<file path="src/rtl/conv_controller_if.sv">
// Bundles the configuration, BRAM port and status signals of the convolution sequencer.
// The master side is the controller; the slave side is the config registers, BRAM and observer.
interface conv_controller_if #(
    parameter int width      = 8,
    parameter int memaddrbit = 14
) ();
    logic                  start_i;
    logic [memaddrbit-1:0] do_i;
    logic [memaddrbit-1:0] di_i;
    logic [memaddrbit-1:0] dr_i;
    logic [memaddrbit-1:0] dc_i;
    logic [memaddrbit-1:0] dkr_i;
    logic [memaddrbit-1:0] dkc_i;
    logic [memaddrbit-1:0] dr_out_i;
    logic [memaddrbit-1:0] dc_out_i;
    logic [2:0]            step_i;
    logic                  relu_i;
    logic [memaddrbit-1:0] inaddr_i;
    logic [memaddrbit-1:0] waddr_i;
    logic [memaddrbit-1:0] outaddr_i;
    logic                  checkbram_i;
    logic [memaddrbit-1:0] memaddr_check_i;
    logic [width-1:0]      mem_out_i;

    logic                  wea_o;
    logic [memaddrbit-1:0] memaddr_o;
    logic [width-1:0]      mem_in_o;
    logic [7:0]            state_o;
    logic [memaddrbit-1:0] io_o;
    logic [memaddrbit-1:0] ii_o;
    logic [memaddrbit-1:0] ir_o;
    logic [memaddrbit-1:0] ic_o;
    logic [memaddrbit-1:0] ikr_o;
    logic [memaddrbit-1:0] ikc_o;
    logic                  pixel_finish_o;
    logic                  filter_finish_o;
    logic                  picture_finish_o;

    modport master (
        input  start_i, do_i, di_i, dr_i, dc_i, dkr_i, dkc_i, dr_out_i, dc_out_i,
               step_i, relu_i, inaddr_i, waddr_i, outaddr_i, checkbram_i,
               memaddr_check_i, mem_out_i,
        output wea_o, memaddr_o, mem_in_o, state_o, io_o, ii_o, ir_o, ic_o,
               ikr_o, ikc_o, pixel_finish_o, filter_finish_o, picture_finish_o
    );

    modport slave (
        output start_i, do_i, di_i, dr_i, dc_i, dkr_i, dkc_i, dr_out_i, dc_out_i,
               step_i, relu_i, inaddr_i, waddr_i, outaddr_i, checkbram_i,
               memaddr_check_i, mem_out_i,
        input  wea_o, memaddr_o, mem_in_o, state_o, io_o, ii_o, ir_o, ic_o,
               ikr_o, ikc_o, pixel_finish_o, filter_finish_o, picture_finish_o
    );
endinterface

</file>
<file path="src/rtl/conv_controller.sv">
// Convolution layer sequencer: walks the full loop nest over a single-port BRAM,
// accumulating Q4.4 products and writing one saturated (optionally ReLU'd) byte per pixel.
module conv_controller #(
    parameter int width      = 8,
    parameter int decimal    = 4,
    parameter int memaddrbit = 14
) (
    input logic               clk,
    input logic               rst,
    conv_controller_if.master bus
);
    localparam int AccW  = 24;
    localparam int ProdW = 2 * width;

    typedef logic [memaddrbit-1:0] addr_t;
    localparam addr_t One = addr_t'(1);
    localparam logic signed [AccW-1:0] SatMax = AccW'((1 << (width - 1)) - 1);
    localparam logic signed [AccW-1:0] SatMin = ~SatMax;

    typedef enum logic [2:0] {
        IDLE  = 3'd0,
        RD_W  = 3'd1,
        RD_IN = 3'd2,
        MAC   = 3'd3,
        WRITE = 3'd4,
        DONE  = 3'd5
    } state_t;

    state_t state_q, state_d;
    addr_t  do_q, di_q, dr_q, dc_q, dkr_q, dkc_q, drOut_q, dcOut_q, step_q;
    addr_t  inaddr_q, waddr_q, outaddr_q;
    logic   relu_q;
    addr_t  io_q, io_d, ii_q, ii_d, ir_q, ir_d, ic_q, ic_d, ikr_q, ikr_d, ikc_q, ikc_d;
    logic signed [AccW-1:0] acc_q, acc_d;
    logic [width-1:0] weight_q, weight_d, memIn_q, memIn_d;
    logic   latchCfg;

    // A zero loop limit would never terminate, so it behaves as a single iteration.
    function automatic addr_t atLeastOne(input addr_t v);
        return (v == '0) ? One : v;
    endfunction

    addr_t wAddr, inAddr, outAddr, stepIn;
    assign stepIn  = addr_t'(bus.step_i);
    assign wAddr   = waddr_q + ((io_q * di_q + ii_q) * dkr_q + ikr_q) * dkc_q + ikc_q;
    assign inAddr  = inaddr_q + ii_q * dr_q * dc_q + (ir_q * step_q + ikr_q) * dc_q
                     + (ic_q * step_q + ikc_q);
    assign outAddr = outaddr_q + io_q * drOut_q * dcOut_q + ir_q * dcOut_q + ic_q;

    logic signed [ProdW-1:0] prod;
    logic signed [AccW-1:0]  prodExt, shifted;
    logic [width-1:0]        satVal, result;
    assign prod    = $signed(weight_q) * $signed(bus.mem_out_i);
    assign prodExt = {{(AccW - ProdW){prod[ProdW-1]}}, prod};
    assign shifted = acc_q >>> decimal;

    always_comb begin
        if (shifted > SatMax)      satVal = SatMax[width-1:0];
        else if (shifted < SatMin) satVal = SatMin[width-1:0];
        else                       satVal = shifted[width-1:0];
        result = (relu_q && satVal[width-1]) ? '0 : satVal;
    end

    logic ikcLast, ikrLast, iiLast, icLast, irLast, ioLast;
    assign ikcLast = (ikc_q == dkc_q - One);
    assign ikrLast = (ikr_q == dkr_q - One);
    assign iiLast  = (ii_q == di_q - One);
    assign icLast  = (ic_q == dcOut_q - One);
    assign irLast  = (ir_q == drOut_q - One);
    assign ioLast  = (io_q == do_q - One);

    always_comb begin
        state_d  = state_q;
        io_d     = io_q;
        ii_d     = ii_q;
        ir_d     = ir_q;
        ic_d     = ic_q;
        ikr_d    = ikr_q;
        ikc_d    = ikc_q;
        acc_d    = acc_q;
        weight_d = weight_q;
        memIn_d  = memIn_q;
        latchCfg = 1'b0;
        bus.wea_o            = 1'b0;
        bus.memaddr_o        = '0;
        bus.mem_in_o         = memIn_q;
        bus.pixel_finish_o   = 1'b0;
        bus.filter_finish_o  = 1'b0;
        bus.picture_finish_o = 1'b0;
        case (state_q)
            IDLE: begin
                bus.memaddr_o = bus.checkbram_i ? bus.memaddr_check_i : '0;
                if (bus.start_i) begin
                    io_d     = '0;
                    ii_d     = '0;
                    ir_d     = '0;
                    ic_d     = '0;
                    ikr_d    = '0;
                    ikc_d    = '0;
                    acc_d    = '0;
                    latchCfg = 1'b1;
                    state_d  = RD_W;
                end
            end
            RD_W: begin
                bus.memaddr_o = wAddr;
                state_d       = RD_IN;
            end
            RD_IN: begin
                bus.memaddr_o = inAddr;
                weight_d      = bus.mem_out_i;
                state_d       = MAC;
            end
            MAC: begin
                acc_d = acc_q + prodExt;
                ikc_d = ikcLast ? '0 : ikc_q + One;
                if (ikcLast) begin
                    ikr_d = ikrLast ? '0 : ikr_q + One;
                    if (ikrLast) ii_d = iiLast ? '0 : ii_q + One;
                end
                state_d = (ikcLast && ikrLast && iiLast) ? WRITE : RD_W;
            end
            WRITE: begin
                bus.wea_o          = 1'b1;
                bus.memaddr_o      = outAddr;
                bus.mem_in_o       = result;
                bus.pixel_finish_o = 1'b1;
                memIn_d            = result;
                acc_d              = '0;
                ic_d = icLast ? '0 : ic_q + One;
                if (icLast) begin
                    ir_d = irLast ? '0 : ir_q + One;
                    if (irLast) io_d = ioLast ? '0 : io_q + One;
                end
                bus.filter_finish_o = icLast && irLast;
                state_d = (icLast && irLast && ioLast) ? DONE : RD_W;
            end
            DONE: begin
                bus.picture_finish_o = 1'b1;
                state_d              = IDLE;
            end
            default: state_d = IDLE;
        endcase
    end

    always_ff @(posedge clk) begin
        if (!rst) begin
            state_q  <= IDLE;
            io_q     <= '0;
            ii_q     <= '0;
            ir_q     <= '0;
            ic_q     <= '0;
            ikr_q    <= '0;
            ikc_q    <= '0;
            acc_q    <= '0;
            weight_q <= '0;
            memIn_q  <= '0;
        end else begin
            state_q  <= state_d;
            io_q     <= io_d;
            ii_q     <= ii_d;
            ir_q     <= ir_d;
            ic_q     <= ic_d;
            ikr_q    <= ikr_d;
            ikc_q    <= ikc_d;
            acc_q    <= acc_d;
            weight_q <= weight_d;
            memIn_q  <= memIn_d;
        end
    end

    always_ff @(posedge clk) begin
        if (!rst) begin
            do_q      <= One;
            di_q      <= One;
            dr_q      <= One;
            dc_q      <= One;
            dkr_q     <= One;
            dkc_q     <= One;
            drOut_q   <= One;
            dcOut_q   <= One;
            step_q    <= One;
            relu_q    <= 1'b0;
            inaddr_q  <= '0;
            waddr_q   <= '0;
            outaddr_q <= '0;
        end else if (latchCfg) begin
            do_q      <= atLeastOne(bus.do_i);
            di_q      <= atLeastOne(bus.di_i);
            dr_q      <= atLeastOne(bus.dr_i);
            dc_q      <= atLeastOne(bus.dc_i);
            dkr_q     <= atLeastOne(bus.dkr_i);
            dkc_q     <= atLeastOne(bus.dkc_i);
            drOut_q   <= atLeastOne(bus.dr_out_i);
            dcOut_q   <= atLeastOne(bus.dc_out_i);
            step_q    <= atLeastOne(stepIn);
            relu_q    <= bus.relu_i;
            inaddr_q  <= bus.inaddr_i;
            waddr_q   <= bus.waddr_i;
            outaddr_q <= bus.outaddr_i;
        end
    end

    assign bus.state_o = {5'b0, state_q};
    assign bus.io_o    = io_q;
    assign bus.ii_o    = ii_q;
    assign bus.ir_o    = ir_q;
    assign bus.ic_o    = ic_q;
    assign bus.ikr_o   = ikr_q;
    assign bus.ikc_o   = ikc_q;
endmodule

</file>
<file path="src/flat_wrapper.sv">
// flat-port wrapper written by rule: the top's interface ports become plain ports
module conv_controller_flat 
#(
    parameter int width      = 8,
    parameter int decimal    = 4,
    parameter int memaddrbit = 14
)
  (clk, rst, bus_start_i, bus_do_i, bus_di_i, bus_dr_i, bus_dc_i, bus_dkr_i, bus_dkc_i, bus_dr_out_i, bus_dc_out_i, bus_step_i, bus_relu_i, bus_inaddr_i, bus_waddr_i, bus_outaddr_i, bus_checkbram_i, bus_memaddr_check_i, bus_mem_out_i, bus_wea_o, bus_memaddr_o, bus_mem_in_o, bus_state_o, bus_io_o, bus_ii_o, bus_ir_o, bus_ic_o, bus_ikr_o, bus_ikc_o, bus_pixel_finish_o, bus_filter_finish_o, bus_picture_finish_o);
  conv_controller_if #(.width(width), .memaddrbit(memaddrbit)) bus_i ();
  input logic clk;
  input logic rst;
  input wire logic [$bits(bus_i.start_i)-1:0] bus_start_i;
  input wire logic [$bits(bus_i.do_i)-1:0] bus_do_i;
  input wire logic [$bits(bus_i.di_i)-1:0] bus_di_i;
  input wire logic [$bits(bus_i.dr_i)-1:0] bus_dr_i;
  input wire logic [$bits(bus_i.dc_i)-1:0] bus_dc_i;
  input wire logic [$bits(bus_i.dkr_i)-1:0] bus_dkr_i;
  input wire logic [$bits(bus_i.dkc_i)-1:0] bus_dkc_i;
  input wire logic [$bits(bus_i.dr_out_i)-1:0] bus_dr_out_i;
  input wire logic [$bits(bus_i.dc_out_i)-1:0] bus_dc_out_i;
  input wire logic [$bits(bus_i.step_i)-1:0] bus_step_i;
  input wire logic [$bits(bus_i.relu_i)-1:0] bus_relu_i;
  input wire logic [$bits(bus_i.inaddr_i)-1:0] bus_inaddr_i;
  input wire logic [$bits(bus_i.waddr_i)-1:0] bus_waddr_i;
  input wire logic [$bits(bus_i.outaddr_i)-1:0] bus_outaddr_i;
  input wire logic [$bits(bus_i.checkbram_i)-1:0] bus_checkbram_i;
  input wire logic [$bits(bus_i.memaddr_check_i)-1:0] bus_memaddr_check_i;
  input wire logic [$bits(bus_i.mem_out_i)-1:0] bus_mem_out_i;
  output wire logic [$bits(bus_i.wea_o)-1:0] bus_wea_o;
  output wire logic [$bits(bus_i.memaddr_o)-1:0] bus_memaddr_o;
  output wire logic [$bits(bus_i.mem_in_o)-1:0] bus_mem_in_o;
  output wire logic [$bits(bus_i.state_o)-1:0] bus_state_o;
  output wire logic [$bits(bus_i.io_o)-1:0] bus_io_o;
  output wire logic [$bits(bus_i.ii_o)-1:0] bus_ii_o;
  output wire logic [$bits(bus_i.ir_o)-1:0] bus_ir_o;
  output wire logic [$bits(bus_i.ic_o)-1:0] bus_ic_o;
  output wire logic [$bits(bus_i.ikr_o)-1:0] bus_ikr_o;
  output wire logic [$bits(bus_i.ikc_o)-1:0] bus_ikc_o;
  output wire logic [$bits(bus_i.pixel_finish_o)-1:0] bus_pixel_finish_o;
  output wire logic [$bits(bus_i.filter_finish_o)-1:0] bus_filter_finish_o;
  output wire logic [$bits(bus_i.picture_finish_o)-1:0] bus_picture_finish_o;
  assign bus_i.start_i = bus_start_i;
  assign bus_i.do_i = bus_do_i;
  assign bus_i.di_i = bus_di_i;
  assign bus_i.dr_i = bus_dr_i;
  assign bus_i.dc_i = bus_dc_i;
  assign bus_i.dkr_i = bus_dkr_i;
  assign bus_i.dkc_i = bus_dkc_i;
  assign bus_i.dr_out_i = bus_dr_out_i;
  assign bus_i.dc_out_i = bus_dc_out_i;
  assign bus_i.step_i = bus_step_i;
  assign bus_i.relu_i = bus_relu_i;
  assign bus_i.inaddr_i = bus_inaddr_i;
  assign bus_i.waddr_i = bus_waddr_i;
  assign bus_i.outaddr_i = bus_outaddr_i;
  assign bus_i.checkbram_i = bus_checkbram_i;
  assign bus_i.memaddr_check_i = bus_memaddr_check_i;
  assign bus_i.mem_out_i = bus_mem_out_i;
  assign bus_wea_o = bus_i.wea_o;
  assign bus_memaddr_o = bus_i.memaddr_o;
  assign bus_mem_in_o = bus_i.mem_in_o;
  assign bus_state_o = bus_i.state_o;
  assign bus_io_o = bus_i.io_o;
  assign bus_ii_o = bus_i.ii_o;
  assign bus_ir_o = bus_i.ir_o;
  assign bus_ic_o = bus_i.ic_o;
  assign bus_ikr_o = bus_i.ikr_o;
  assign bus_ikc_o = bus_i.ikc_o;
  assign bus_pixel_finish_o = bus_i.pixel_finish_o;
  assign bus_filter_finish_o = bus_i.filter_finish_o;
  assign bus_picture_finish_o = bus_i.picture_finish_o;
  conv_controller #(.width(width), .decimal(decimal), .memaddrbit(memaddrbit)) u_core (.clk(clk), .rst(rst), .bus(bus_i));
endmodule
</file>
<file path="config.mk">
export PLATFORM = sky130hd
export DESIGN_NAME = conv_controller_flat
export DESIGN_NICKNAME = d
export VERILOG_FILES = /design/src/rtl/conv_controller_if.sv /design/src/rtl/conv_controller.sv /design/src/flat_wrapper.sv
export SDC_FILE = /design/constraint.sdc
export NUM_CORES = 2
export LEC_CHECK = 0
export ABC_AREA = 1
export BUFFER_PORTS_ARGS = -buffer_cell sky130_fd_sc_hd__buf_2
export CAP_MARGIN = 25
export CELL_PAD_IN_SITES_DETAIL_PLACEMENT = 0
export CELL_PAD_IN_SITES_GLOBAL_PLACEMENT = 2
export CORE_ASPECT_RATIO = 0.5
export CORE_MARGIN = 1.5
export CORE_UTILIZATION = 35
export DETAILED_ROUTE_END_ITERATION = 8
export HOLD_SLACK_MARGIN = 0.08
export PLACE_DENSITY = 0.8
export SLEW_MARGIN = 20
export SYNTH_ARGS = -nofsm -noshare
export SYNTH_HDL_FRONTEND = slang
export SYNTH_SLANG_ARGS = --single-unit
</file>
<file path="constraint.sdc">
create_clock -name clk -period 18.34 [get_ports clk]
set_input_delay 3.668 -clock clk [delete_from_list [all_inputs] [get_ports clk]]
set_output_delay 3.668 -clock clk [all_outputs]
set_load 0.01 [all_outputs]
</file>
==> summary.txt <==
GRT
  • Overall overflow remaining after global route: 0
  • Global-route usage over all layers: 24.0%
  • Layer carrying the most global-route usage: met2
  • Met3 Resource Use GR: 4.97%
  • Number of global-route vias before repair: 46098
  • Met1 usage: around a third
  • Met2 usage in global routing: 37.7%
  • Largest net degree at the start of global routing: 79
  • Wire length of the first global-routing pass: 284000 um
  • Initial antenna violation count: 6

Logic synthesis
  • Post-synth EDFFs: 0
  • Post-synth ARST share: 0%
  • Summed instance area of the synthesized netlist: approximately 54000 um^2
  • Post-synthesis average cell area: 7.28 um^2
  • Number of distinct library cells after synthesis: 59
  • Cell type with the largest total area after synthesis: sky130_fd_sc_hd__fa_1
  • Biggest area contributors in the synthesized netlist: sky130_fd_sc_hd__fa_1 30%, sky130_fd_sc_hd__inv_1 13%, sky130_fd_sc_hd__ha_1 12%
  • Part of the Yosys area used for sequential elements: a little over a tenth
  • Most common flop cell mapped by yosys: sky130_fd_sc_hd__dfxtp_1
  • Top-area cell type share of the netlist area: 29.6%
  • Number of warnings printed during yosys synthesis: 0
  • Post-synthesis instance total: 7423
  • Register bit count reported by yosys: 285

Worst setup path
  • Peak per-stage delay on the critical path: 0.60 ns
  • Critical path class: reg2out
  • Logic depth of the worst register-to-register path: 21
  • Slowest stage cell, crit path: sky130_fd_sc_hd__fa_2
  • Buffers & Inverters on Critical Path: 13
  • Type of destination of the critical path: output port
  • Worst r2r src: u_core.weight_q[7]
  • Setup slack on the worst flop-to-flop path: 12.09 ns
  • Cell occurring most often along the worst timing path: sky130_fd_sc_hd__fa_1
  • Critical Path Start Type: flip-flop
  • CP Data Required Time: 14.67 ns
  • Worst endpoint data arrival time: 14.12 ns
  • Endpoint of the lowest-slack register-to-register path: u_core.acc_q[22]
  • Family of cells with the greatest summed delay on the critical path: adder cells
  • Peak fanout along the critical path: 8

STA
  • Max-slew headroom: 24.8%
  • Worst slack on hold paths: between 0.4 and 0.5 ns
  • Transition time of the tightest slew-check pin: 1.12 ns
  • Maximum operating frequency: 56.2 MHz
  • Worst setup slack after layout: 0.548 ns
  • Fin. Hold Viols: 0
  • Count of pins over their slew limit: 0
  • Period utilisation layout: 97.0%
  • Clock skew after layout: between 0.03 and 0.04 ns
  • Final count of negative-setup-slack endpoints: 0
  • Final critical delay including setup and external delays: 17.79 ns

Placement
  • Number of I/O port buffers: 296
  • Worst slack, placed: 0.317 ns
  • Last weighted congestion value of the routability-driven placer: about 0.90
  • Area after DPL: about 58000 um^2
  • HPWL after detailed placement: 152000 um

Final layout
  • Final Cell Area: just under 60000 um^2
  • Share of post-route cells with drive strength above 1: 8.60%
  • Total number of nets in the final design: 9073
  • P&R area growth vs syn: 10.3%

Clocking
  • # H-tree levels: 2
  • Clk buf depth: 3
  • Post-cts hold buffer count: 0
  • Clock insertion delay at the later pin of the skew report: 0.62 ns
  • Clock sink total: roughly 290
  • Register clock-pin slew on the reported worst setup and hold paths: 0.06 ns
  • CTS tree: done
  • Cell at the root of the clock tree: sky130_fd_sc_hd__clkbuf_16
  • Total CTS buffers: 38

Route
  • Routed vias/inst: 4.68
  • Final routed DRC violation total: 0
  • Initial DRC Count: ~3000
  • Via Count: 45212
  • Count of nets left with antenna violations after detail routing: 0
  • Detailed-router iteration count before antenna repair: 7
  • Routed wire length per instance: 19.2 um
  • Total detailed-routing wirelength: 185000 um

Die
  • Number of top-level pins: approximately 300
  • Vertical die dimension: between 200 and 300 um
  • Chip width: roughly 560 um
  • Standard-cell row count: 101
  • Die area: about 160000 um^2
  • Starting density of the core: between 30% and 40%
  • Area inside the core boundary: 152000 um^2

Pwr
  • Reported leakage power: 32.9 nW
  • Total chip power: 5.56 mW
  • Power density relative to cell area: 93.4 nW/um^2
  • Maximum ir drop on the vdd rail: ~0.11 mV

Min path
  • Worst hold path endpoint: u_core.acc_q[22]
  • Start point of the worst hold path: u_core.acc_q[22]
  • Instance count along the most critical hold path: 2
  • Hold WC Path Type: reg2reg

Status
  • Run status: finished, final reports clean

Run
  • Max-cap violation count: 0
## Yosys cell counts, drive strengths merged (2+ instances only)
cell type  count
o21bai         9
o21ai        219
o211ai        11
nor3          97
inv         1894
clkbuf       237
xor2         213
nand2       1612
nand4         57
ha           516
and3           3
and2           5
clkinv         4
a211oi        53
or3            2
buf           66
a21oi        244
a21boi         2
dfxtp        285
xnor2        121
o31ai          4
o2111ai        9
fa           799
nor4          39
o311ai         2
a41oi          5
o21a           6
a31oi         12
a21o           3
o22ai          3
nand3        226
xnor3          2
nor3b          9
nor2         584
or2           38
nand3b        28
## report_power, final
| part | total (mW) | internal (mW) | switching, mW |
|---|---|---|---|
| Combinational | 3.88 | 1.42 | 2.46 |
| Sequential | 0.831 | 0.686 | 0.146 |
| Clock | 0.854 | 0.495 | 0.359 |
## how the worst max path moves through the flow
stage,start,endpoint,slack [ns],cells after the start
2_1_floorplan,u_core.bus.io_o[4],bus_memaddr_o[13],1.10,58
3_3_place_gp,u_core.di_q[0],bus_memaddr_o[13],0.41,58
3_5_place_dp,u_core.di_q[0],bus_memaddr_o[13],0.32,60
4_1_cts,u_core.di_q[0],bus_memaddr_o[13],0.01,60
5_1_grt,u_core.di_q[3],bus_memaddr_o[13],-0.01,57
6_report,u_core.di_q[1],bus_memaddr_o[13],0.55,52
## state kept, by name, summed over array words and instances (netlist names)
| signal | flops |
|---|---|
| u_core.inaddr_q | 14 |
| u_core.step_q | 3 |
| u_core.dkr_q | 14 |
| u_core.bus.ikr_o | 14 |
| u_core.bus.ikc_o | 14 |
| u_core.memIn_q | 8 |
| u_core.bus.ii_o | 14 |
| u_core.dr_q | 14 |
| u_core.drOut_q | 14 |
| u_core.state_q | 3 |
| u_core.dcOut_q | 14 |
| u_core.dkc_q | 14 |
| u_core.bus.ic_o | 14 |
| u_core.do_q | 14 |
| u_core.outaddr_q | 14 |
| u_core.waddr_q | 14 |
| u_core.relu_q | 1 |
| u_core.acc_q | 24 |
| u_core.weight_q | 8 |
| u_core.di_q | 14 |
| u_core.bus.ir_o | 14 |
| u_core.bus.io_o | 14 |
| u_core.dc_q | 14 |
## routing by layer
| metal | routed length, um | up-vias |
|---|---|---|
| met5 | 43 | - |
| met4 | 4400 | 6 |
| met3 | 12400 | 182 |
| met2 | 80800 | 946 |
| met1 | 87600 | 21793 |
| li1 | - | 22285 |
## tightest hold or removal path, delay by kind of cell (launching register included)
| kind | cells | cell delay (ns) |
|---|---|---|
| compound gates | 1 | 0.05 |
| flops | 1 | 0.31 |
| simple gates | 1 | 0.06 |
## per-stage QoR
step | setup TNS [ns] | util, % | std cells
after floorplan | 0 | - | 7427
after global placement | 0 | 37.8 | 9568
after detailed placement | 0 | 37.8 | 9568
after CTS | 0 | 38.7 | 9637
after global routing | -0.0135 | 39.1 | 9665
final | 0 | 39.1 | 9666
## cells in the final DEF, fill, tap and decap left out, types with 15 or more instances in the layout
master                      synthesis  layout
sky130_fd_sc_hd__a211oi_1          53      53
sky130_fd_sc_hd__a21oi_1          243     238
sky130_fd_sc_hd__buf_2             23     295
sky130_fd_sc_hd__buf_4             11     107
sky130_fd_sc_hd__clkbuf_16          0      39
sky130_fd_sc_hd__dfxtp_1          285     270
sky130_fd_sc_hd__fa_1             799     793
sky130_fd_sc_hd__ha_1             516     503
sky130_fd_sc_hd__inv_1           1880    1864
sky130_fd_sc_hd__inv_2             12      24
sky130_fd_sc_hd__nand2_1         1604    1590
sky130_fd_sc_hd__nand2_2            8      22
sky130_fd_sc_hd__nand3_1          221     217
sky130_fd_sc_hd__nand3b_1          28      28
sky130_fd_sc_hd__nand4_1           57      57
sky130_fd_sc_hd__nor2_1           577     573
sky130_fd_sc_hd__nor3_1            80      76
sky130_fd_sc_hd__nor3_2            13      15
sky130_fd_sc_hd__nor4_1            36      36
sky130_fd_sc_hd__o21ai_0          218     213
sky130_fd_sc_hd__or2_2             33      32
sky130_fd_sc_hd__xnor2_1          121     121
sky130_fd_sc_hd__xor2_1           213     209
## cells by family after synthesis
group / share of synthesized area [%]
other cells: 0.00694
buf+inv: 15.5
simple gates: 20.9
fa+ha+maj: 41.6
flops: 10.6
xor+xnor: 5.54
compound gates: 5.98
## area by class of cell
type | count | area [um^2]
clock inverter | 19 | 283
multi-input combinational | 4941 | 40300
sequential | 285 | 5750
antenna | 3 | 7.51
tap | 2060 | 2580
inverter | 1898 | 7150
timing repair buffer | 410 | 2380
clock buffer | 50 | 1090
fill | 16324 | 92800
## repair_timing
action	4_1_cts	5_1_grt
setup buffers	0	24
resized for setup	16	103
endpoints found under the hold margin	0	0
pin swaps	2	59
endpoints found under the setup margin	2	4
Note: power is estimated with default switching activity, not from simulation.
